[src/rtl/cla_sub_pipe.sv]
// cla_sub_pipe: two-stage pipelined subtractor (A - B - bin) built from
// 4-bit carry-lookahead groups. Stage 1 produces the lower half of the
// difference and a carry, stage 2 the upper half and the status flags.
// Valid/ready handshake on both sides, full throughput, lossless stall.
module cla_sub_pipe #(
    parameter int DATA_WIDTH = 64
) (
    input  logic                  clk,
    input  logic                  rst_n,
    input  logic                  in_valid,
    output logic                  in_ready,
    input  logic [DATA_WIDTH-1:0] A,
    input  logic [DATA_WIDTH-1:0] B,
    input  logic                  bin,
    output logic                  out_valid,
    input  logic                  out_ready,
    output logic [DATA_WIDTH-1:0] diff,
    output logic                  bout,
    output logic                  ovf,
    output logic                  zero
);

    localparam int H  = DATA_WIDTH / 2;
    localparam int NG = H / 4;

    // 4-bit lookahead group: returns {carry_out, sum[3:0]}
    function automatic logic [4:0] cla4(input logic [3:0] a, input logic [3:0] b, input logic cin);
        logic [3:0] g;
        logic [3:0] p;
        logic [4:0] c;
        g    = a & b;
        p    = a ^ b;
        c[0] = cin;
        c[1] = g[0] | (p[0] & c[0]);
        c[2] = g[1] | (p[1] & g[0]) | (p[1] & p[0] & c[0]);
        c[3] = g[2] | (p[2] & g[1]) | (p[2] & p[1] & g[0]) | (p[2] & p[1] & p[0] & c[0]);
        c[4] = g[3] | (p[3] & g[2]) | (p[3] & p[2] & g[1]) | (p[3] & p[2] & p[1] & g[0])
             | (p[3] & p[2] & p[1] & p[0] & c[0]);
        return {c[4], p ^ c[3:0]};
    endfunction

    // Half-width adder: chain of 4-bit lookahead groups, returns {carry_out, sum}
    function automatic logic [H:0] cla_half(input logic [H-1:0] a, input logic [H-1:0] b, input logic cin);
        logic         c;
        logic [4:0]   grp;
        logic [H-1:0] s;
        c = cin;
        s = {H{1'b0}};
        for (int i = 0; i < NG; i++) begin
            grp          = cla4(a[4*i +: 4], b[4*i +: 4], c);
            s[4*i +: 4]  = grp[3:0];
            c            = grp[4];
        end
        return {c, s};
    endfunction

    // pipeline state
    logic                  s1_v_q,    s1_v_d;
    logic [H-1:0]          s1_lo_q,   s1_lo_d;
    logic                  s1_c_q,    s1_c_d;
    logic [H-1:0]          s1_ahi_q,  s1_ahi_d;
    logic [H-1:0]          s1_nbhi_q, s1_nbhi_d;
    logic                  s2_v_q,    s2_v_d;
    logic [DATA_WIDTH-1:0] diff_q,    diff_d;
    logic                  bout_q,    bout_d;
    logic                  ovf_q,     ovf_d;
    logic                  zero_q,    zero_d;

    // handshake and datapath intermediates
    logic                  s2_load_s;
    logic                  s1_adv_s;
    logic                  in_ready_s;
    logic                  in_fire_s;
    logic [H:0]            lo_res_s;
    logic [H:0]            hi_res_s;
    logic [DATA_WIDTH-1:0] diff_full_s;
    logic                  a_msb_s;
    logic                  b_msb_s;

    // Flow control: stage 2 drains or is empty -> everything behind it may move
    always_comb begin
        s2_load_s  = !s2_v_q || out_ready;
        s1_adv_s   = s1_v_q && s2_load_s;
        in_ready_s = !s1_v_q || s2_load_s;
        in_fire_s  = in_valid && in_ready_s;
    end

    // Lower half of A + ~B + ~bin, carry kept for the upper half
    always_comb begin
        lo_res_s = cla_half(A[H-1:0], ~B[H-1:0], ~bin);
    end

    // Stage 1 next state: capture operands only on an accepted beat
    always_comb begin
        s1_lo_d   = s1_lo_q;
        s1_c_d    = s1_c_q;
        s1_ahi_d  = s1_ahi_q;
        s1_nbhi_d = s1_nbhi_q;
        s1_v_d    = s1_v_q;
        if (in_fire_s) begin
            s1_v_d    = 1'b1;
            s1_lo_d   = lo_res_s[H-1:0];
            s1_c_d    = lo_res_s[H];
            s1_ahi_d  = A[DATA_WIDTH-1:H];
            s1_nbhi_d = ~B[DATA_WIDTH-1:H];
        end else if (s1_adv_s) begin
            s1_v_d    = 1'b0;
        end else begin
            s1_v_d    = s1_v_q;
        end
    end

    // Upper half from the registered carry, then the status flags
    always_comb begin
        hi_res_s    = cla_half(s1_ahi_q, s1_nbhi_q, s1_c_q);
        diff_full_s = {hi_res_s[H-1:0], s1_lo_q};
        a_msb_s     = s1_ahi_q[H-1];
        b_msb_s     = ~s1_nbhi_q[H-1];
    end

    // Stage 2 next state: load from stage 1 when the output slot frees up
    always_comb begin
        s2_v_d = s2_v_q;
        diff_d = diff_q;
        bout_d = bout_q;
        ovf_d  = ovf_q;
        zero_d = zero_q;
        if (s2_load_s) begin
            s2_v_d = s1_v_q;
            if (s1_v_q) begin
                diff_d = diff_full_s;
                bout_d = ~hi_res_s[H];
                ovf_d  = (a_msb_s != b_msb_s) && (diff_full_s[DATA_WIDTH-1] != a_msb_s);
                zero_d = (diff_full_s == {DATA_WIDTH{1'b0}});
            end else begin
                diff_d = diff_q;
            end
        end else begin
            s2_v_d = s2_v_q;
        end
    end

    // Pipeline registers, cleared asynchronously so no stale beat survives reset
    always_ff @(posedge clk or negedge rst_n) begin
        if (!rst_n) begin
            s1_v_q    <= 1'b0;
            s1_lo_q   <= {H{1'b0}};
            s1_c_q    <= 1'b0;
            s1_ahi_q  <= {H{1'b0}};
            s1_nbhi_q <= {H{1'b0}};
            s2_v_q    <= 1'b0;
            diff_q    <= {DATA_WIDTH{1'b0}};
            bout_q    <= 1'b0;
            ovf_q     <= 1'b0;
            zero_q    <= 1'b0;
        end else begin
            s1_v_q    <= s1_v_d;
            s1_lo_q   <= s1_lo_d;
            s1_c_q    <= s1_c_d;
            s1_ahi_q  <= s1_ahi_d;
            s1_nbhi_q <= s1_nbhi_d;
            s2_v_q    <= s2_v_d;
            diff_q    <= diff_d;
            bout_q    <= bout_d;
            ovf_q     <= ovf_d;
            zero_q    <= zero_d;
        end
    end

    assign in_ready  = in_ready_s;
    assign out_valid = s2_v_q;
    assign diff      = diff_q;
    assign bout      = bout_q;
    assign ovf       = ovf_q;
    assign zero      = zero_q;

endmodule

[config.mk]
export PLATFORM = sky130hd
export DESIGN_NAME = cla_sub_pipe
export DESIGN_NICKNAME = d
export VERILOG_FILES = /design/src/rtl/cla_sub_pipe.sv
export SDC_FILE = /design/constraint.sdc
export NUM_CORES = 1
export LEC_CHECK = 0
export CORE_MARGIN = 3
export CORE_UTILIZATION = 45
export DETAILED_ROUTE_END_ITERATION = 10
export GPL_TIMING_DRIVEN = 0
export HOLD_SLACK_MARGIN = 0.15
export PLACE_DENSITY = 0.72
export SKIP_LAST_GASP = 1
export SLEW_MARGIN = 20
export SYNTH_ARGS = -nofsm -noshare
export SYNTH_HDL_FRONTEND = slang
export SYNTH_SLANG_ARGS = --single-unit
[constraint.sdc]
create_clock -name clk -period 10.4 [get_ports clk]
set_input_delay 1.56 -clock clk [delete_from_list [all_inputs] [get_ports clk]]
set_output_delay 1.56 -clock clk [all_outputs]
set_load 0.05 [all_outputs]
**Word-level counts from Yosys, hierarchy flattened**

Cells that the tools add are included.

- Flip-flop bits (word level): 166
- Input bits: 133
- Output and inout bits: 69
- Word-level logic and storage cells: 493

- Eq/ne operators: 2
- Muxes and demuxes: 2
- Bitwise operators: 469
- Reduce and logical (&&, ||, !) cells: 10

Operators by type and width:

| cell | count |
|---|---|
| bitwise AND 1 bit | 256 |
| OR 1 bit | 160 |
| XOR 4 bit | 32 |
| bitwise AND 4 bit | 16 |
| logical NOT 64 bit | 1 |
| NOT 32 bit | 2 |
| logical AND 1 bit | 3 |
| NOT 1 bit | 3 |
| logical NOT 1 bit | 2 |
| logical OR 1 bit | 2 |
| two-way mux 1 bit | 2 |
| inequality test 1 bit | 2 |
| AND reduction 2 bit | 1 |
| nonzero test 2 bit | 1 |

**Depth between registers and ports, before layout**

- Depth in word-level cells: 23
- Gate-level depth with buffers: 18
- Gate-level depth less buffers: 17

**Worst setup path after synthesis**

Ideal clock, no wire load.

- Path kind: reg2reg
- Start: register s1_ahi_q[15]
- End: register zero_q (netlist: zero)
- Setup time: 68 ps
- Data arrival time: 4,325 ps
- Data required time: 10,332 ps
- Path slack: 6,006 ps
- Cell stages (with the launch flop): 18
- Buffers on the path: 0
- Period minus slack after synthesis: 4,394 ps
- Cells stage by stage: dfrtp_1 -> ha_1 -> and4_1 -> and3_1 -> a221oi_2 -> o21ai_0 -> a41oi_1 -> o21ai_0 -> a21o_1 -> fa_1 -> xnor2_1 -> nand2_1 -> or3_1 -> nor4_1 -> nand2_1 -> a2111o_1 -> a2111oi_2 -> a32o_1

- Longest elaborated chain between the ends: 16
- Elaborated cells between the ends (all ways): 49
- Those cells by class: 48 x bitwise; 1 x reduce/logical

Ends and longest elaborated chain:

| what | RTL line | RTL |
|---|---|---|
| start, declared | 61 | `logic [H-1:0] s1_ahi_q, s1_ahi_d;` |
| start signal, assigned | 149 | `s1_ahi_q <= {H{1'b0}};` |
| start signal, assigned | 160 | `s1_ahi_q <= s1_ahi_d;` |
| XOR 4 bit | 32 | `p = a ^ b;` |
| bitwise AND 1 bit, on equally long branches | 37, 38 |  |
| OR 1 bit (tied with other cells) (2 in series) | 37 | `c[4] = g[3] \| (p[3] & g[2]) \| (p[3] & p[2] & g[1]) \| (p[3] & p[2] & p[1] & g[0])` |
| OR 1 bit or bitwise AND 1 bit (tied branches) | 37, 38 |  |
| OR 1 bit | 38 | `\| (p[3] & p[2] & p[1] & p[0] & c[0]);` |
| bitwise AND 1 bit | 38 |  |
| OR 1 bit | 38 |  |
| bitwise AND 1 bit | 38 |  |
| OR 1 bit | 38 |  |
| bitwise AND 1 bit | 38 |  |
| OR 1 bit | 38 |  |
| bitwise AND 1 bit, on equally long branches | 34, 35, 36 |  |
| OR 1 bit, on equally long branches | 34, 35, 36 |  |
| XOR 4 bit | 39 | `return {c[4], p ^ c[3:0]};` |
| logical NOT 64 bit (*) | 134 | `zero_d = (diff_full_s == {DATA_WIDTH{1'b0}});` |
| end signal, assigned | 166 | `zero_q <= zero_d;` |
| end, declared | 67 | `logic zero_q, zero_d;` |

Every way passes the cells marked *; elsewhere a longest branch is shown, timed or not.
A chain may end at the register's enable or synchronous reset.

**Worst setup path in the final report**

- Start: register s1_nbhi_q[0]
- End: register zero_q (netlist: zero)

- Elaborated cells between the ends (all ways): 82
- Those cells by class: 81 x bitwise; 1 x reduce/logical

RTL lines:

| what | RTL line | RTL |
|---|---|---|
| start, declared | 62 | `logic [H-1:0] s1_nbhi_q, s1_nbhi_d;` |
| start signal, assigned | 150 | `s1_nbhi_q <= {H{1'b0}};` |
| start signal, assigned | 161 | `s1_nbhi_q <= s1_nbhi_d;` |
| bitwise AND 4 bit or XOR 4 bit (tied branches) | 31, 32 |  |
| bitwise AND 1 bit, on equally long branches | 37, 38 |  |
| OR 1 bit or bitwise AND 1 bit (tied branches) | 37, 38 |  |
| OR 1 bit (*) | 38 |  |
| bitwise AND 1 bit (*) | 38 |  |
| OR 1 bit (*) | 38 |  |
| bitwise AND 1 bit (*) | 38 |  |
| OR 1 bit (*) | 38 |  |
| bitwise AND 1 bit (*) | 38 |  |
| OR 1 bit (*) | 38 |  |
| XOR 4 bit (*) | 39 |  |
| net diff_full_s[48] | 76 | `logic [DATA_WIDTH-1:0] diff_full_s;` |
| logical NOT 64 bit (*) | 134 |  |

The timed path passes the listed nets; every way through them passes the cells marked *.

==> results_dict.tcl <==
set metrics [dict create \
    yosysWarnings 0 \
    worstSetupPathType "flip-flop to flip-flop" \
    synth_commonest_cells "nand2_1 (326), dfrtp_1 (166), o21ai_0 (98)" \
    yosysMostFrequentCell "nand2_1" \
    synth_area_leader_cell "dfrtp_1" \
    cp_common_cell "nor4_1" \
    p_leak_nw 5.704 \
    cts_max_path_buffers 2 \
    netSwitchingPower_mw 1.069 \
    grt_max_degree 99 \
    placed_cell_area_mm2 0.01146 \
    rsz0062_at_grt "no" \
    clock_latency_ns 0.43 \
    relSlewSlack 0.4551 \
    slowest_stage "fa_1" \
    drive_above_1_share 0.04337 \
    status "finished, final reports clean" \
    cp_num_buf_inv 0 \
    synth_cell_type_count 66 \
    synth.avg_cell_area_um2 8.986 \
    min_period_over_period 0.5267 \
    crit_family "compound AO/OA/AOI/OAI gates" \
    r2r_cells 17 \
    drv_slew 0 \
    synth_top_area_share 0.4572 \
    cts_made_buffers 17 \
    fin_util 0.6148 \
    die_h_um 148.1 \
    start_kind "flip-flop" \
    io_buffers 201 \
    syn_inst 1011 \
    antenna_found_initial 0 \
    area_growth_pct 33.01 \
    overflow 0 \
    setup_tns_ns 0 \
    cts_tree "built" \
    grt_pass1_vias 7590 \
    worstPathCellList "ha_1, a211oi_2, o21ai_1, a22oi_1, nand3_1, a31oi_1, and2b_2, o21ai_0, nand2b_1, fa_1, nor4_1, nand4_1, nor4_1, nand2_1, a2111o_1, a2111oi_2, a32o_1" \
    drt_iter0_drc 446 \
    maxCapViolations 0 \
    cp_num_cells 17 \
    setup_viol_count_final 0 \
    routed_wl_um 24590 \
    coreArea_mm2 0.01965 \
    hold_buffers 0 \
    wl_per_cell_um 16.29 \
    reg2reg_from "s1_nbhi_q[0]" \
    diodes 0 \
    crit_fanout 4 \
    ys_seq_area_frac 0.4572 \
    die_width_um 148.1 \
    crit_path_max_incr_delay_ns 0.56 \
    dp_hpwl_um 18890 \
    finalWeightedCongestion 0.9120 \
    power_frac_comb 0.409 \
    pwr-share-clk 0.250 \
    crit_end "zero" \
    row_count 51 \
    dieArea_mm2 0.02193 \
    vias_per_cell 5.150 \
    worstSetupEndpointType "flip-flop" \
    fmax_mhz 182.6 \
    postCtsSetupBuffers 0 \
    grt_pass1_wl_um 39390 \
    arrival_ns 5.84 \
    reg2reg_slack_ns 4.92 \
    start_util 0.4622 \
    drc 0 \
    hold_viol 0 \
    cts_resized 0 \
    cts-root-buf "clkbuf_16" \
    netlist_area_mm2 0.009085 \
    dr.pass1.iters 5 \
    crit_start "s1_nbhi_q[0]" \
    seqPwrFrac 0.341 \
    vdd_drop_max_v 0.0001047 \
    h-tree-depth 4 \
    timing.rr.end "zero" \
    synth-async-reset-ratio 1.000 \
    synth_nets 1224 \
    cts_sinks 166 \
    ant_nets 0 \
    holdCritPathClass "flip-flop to flip-flop" \
    finalCriticalPeriod_ns 5.477 \
    clkTransAtPathRegs_ns 0.07 \
    ys_ff_latch 166 \
    power_density_mw_per_mm2 221.1 \
    cp.required_ns 10.77 \
    synth_top_flop_cell "dfrtp_1" \
    clock_skew_ns 0.009079 \
    vias 7777 \
    p_sw_frac 0.4003 \
    synth_area_leaders "dfrtp_1 (46%), nand2_1 (13%), ha_1 (8.8%)" \
    final_area_mm2 0.01208 \
    worst_pin_slew_ns 0.8174 \
    track_usage 0.2272 \
    io-pin-count 202 \
    intPower_mw 1.602 \
    nNetsFinal 1445 \
    synth-edff-count 0 \
]
cell usage in the layout (no fill, tap or decap), types with 9 or more instances in the layout:
| cell type | netlist | final |
|---|---|---|
| a21oi_1 | 31 | 31 |
| inv_1 | 54 | 54 |
| nor3_1 | 9 | 9 |
| buf_1 | 9 | 9 |
| o21ai_0 | 98 | 98 |
| fa_1 | 16 | 16 |
| nand2_1 | 326 | 326 |
| dfrtp_1 | 166 | 166 |
| xor2_1 | 26 | 26 |
| clkbuf_16 | 0 | 17 |
| nand2b_1 | 10 | 10 |
| clkdlybuf4s50_1 | 0 | 200 |
| nor2_1 | 22 | 22 |
| ha_1 | 64 | 64 |
| clkbuf_1 | 25 | 26 |
| xnor2_1 | 18 | 18 |
| nand3_1 | 11 | 11 |
| nor4_1 | 12 | 12 |
worst min-delay path by stage:
stage	from	end	slack (ns)	cells after the start
CTS	diff[28]	diff[28]	0.48	2
detailed placement	diff[28]	diff[28]	0.46	2
floorplan	s1_ahi_q[10]	s1_ahi_q[10]	0.45	2
global placement	diff[24]	diff[24]	0.46	2
finish	diff[8]	diff[8]	0.47	2
global route	diff[7]	diff[7]	0.49	2
power groups by stage:
stage | registers, mW | logic (mW) | clock network [mW]
2_1_floorplan | 1.20 | 0.394 | 0
6_report | 0.910 | 1.09 | 0.669
3_5_place_dp | 0.918 | 1.09 | 0
4_1_cts | 0.908 | 1.10 | 0.678
3_3_place_gp | 0.917 | 1.07 | 0
5_1_grt | 0.927 | 1.18 | 0.708
flip-flops by register name (all words and copies together) (netlist names):
name,flops
out_valid,1
diff,64
s1_lo_q,32
bout,1
ovf,1
s1_c_q,1
s1_nbhi_q,32
s1_v_q,1
s1_ahi_q,32
zero,1
cell type report:
class | count | area, um^2
fillers | 1704 | 7570
multi-input cells | 752 | 4559
flip-flops and latches | 166 | 4154
repair buffers | 202 | 2044
clock buffers | 19 | 442.9
well taps | 265 | 331.6
inverters | 55 | 206.4
clock inverters | 13 | 180.2
plain buffers | 38 | 165.2
per-layer routing:
| layer | global-route usage | share of wire |
|---|---|---|
| met5 | 0 | 0 |
| met4 | 0.07806 | 0.023 |
| met3 | 0.04449 | 0.048 |
| met2 | 0.3626 | 0.47 |
| met1 | 0.3131 | 0.46 |
worst min-delay path, stage by stage (launching register included):
cell and delay (ns):
dfrtp_1 0.34, nand2_1 0.05, nand2_1 0.05
through the flow:
step                instances  hold slack [ns]  setup slack, ns  total power [mW]
floorplan                1011           0.4523            6.006             1.593
CTS                      1510           0.4781            4.923             2.685
global route             1510           0.4946            4.538             2.813
finish                   1510           0.4734            4.923             2.672
global placement         1477           0.4577           0.9850             1.990
detailed placement       1478           0.4619            4.964             2.012
kinds of logic (layout without fill, tap and decap cells):
kind of cell,after synthesis,after routing,share of synthesized area
AO/OA/AOI/OAI,197,197,0.1329
buffers and inverters,93,327,0.04090
AND/OR/NAND/NOR,426,426,0.1967
adder cells (fa/ha/maj),80,80,0.1234
multiplexers,5,5,0.006472
XOR/XNOR,44,44,0.04242
flip-flops,166,166,0.4572
(Power assumes the default switching activity.)
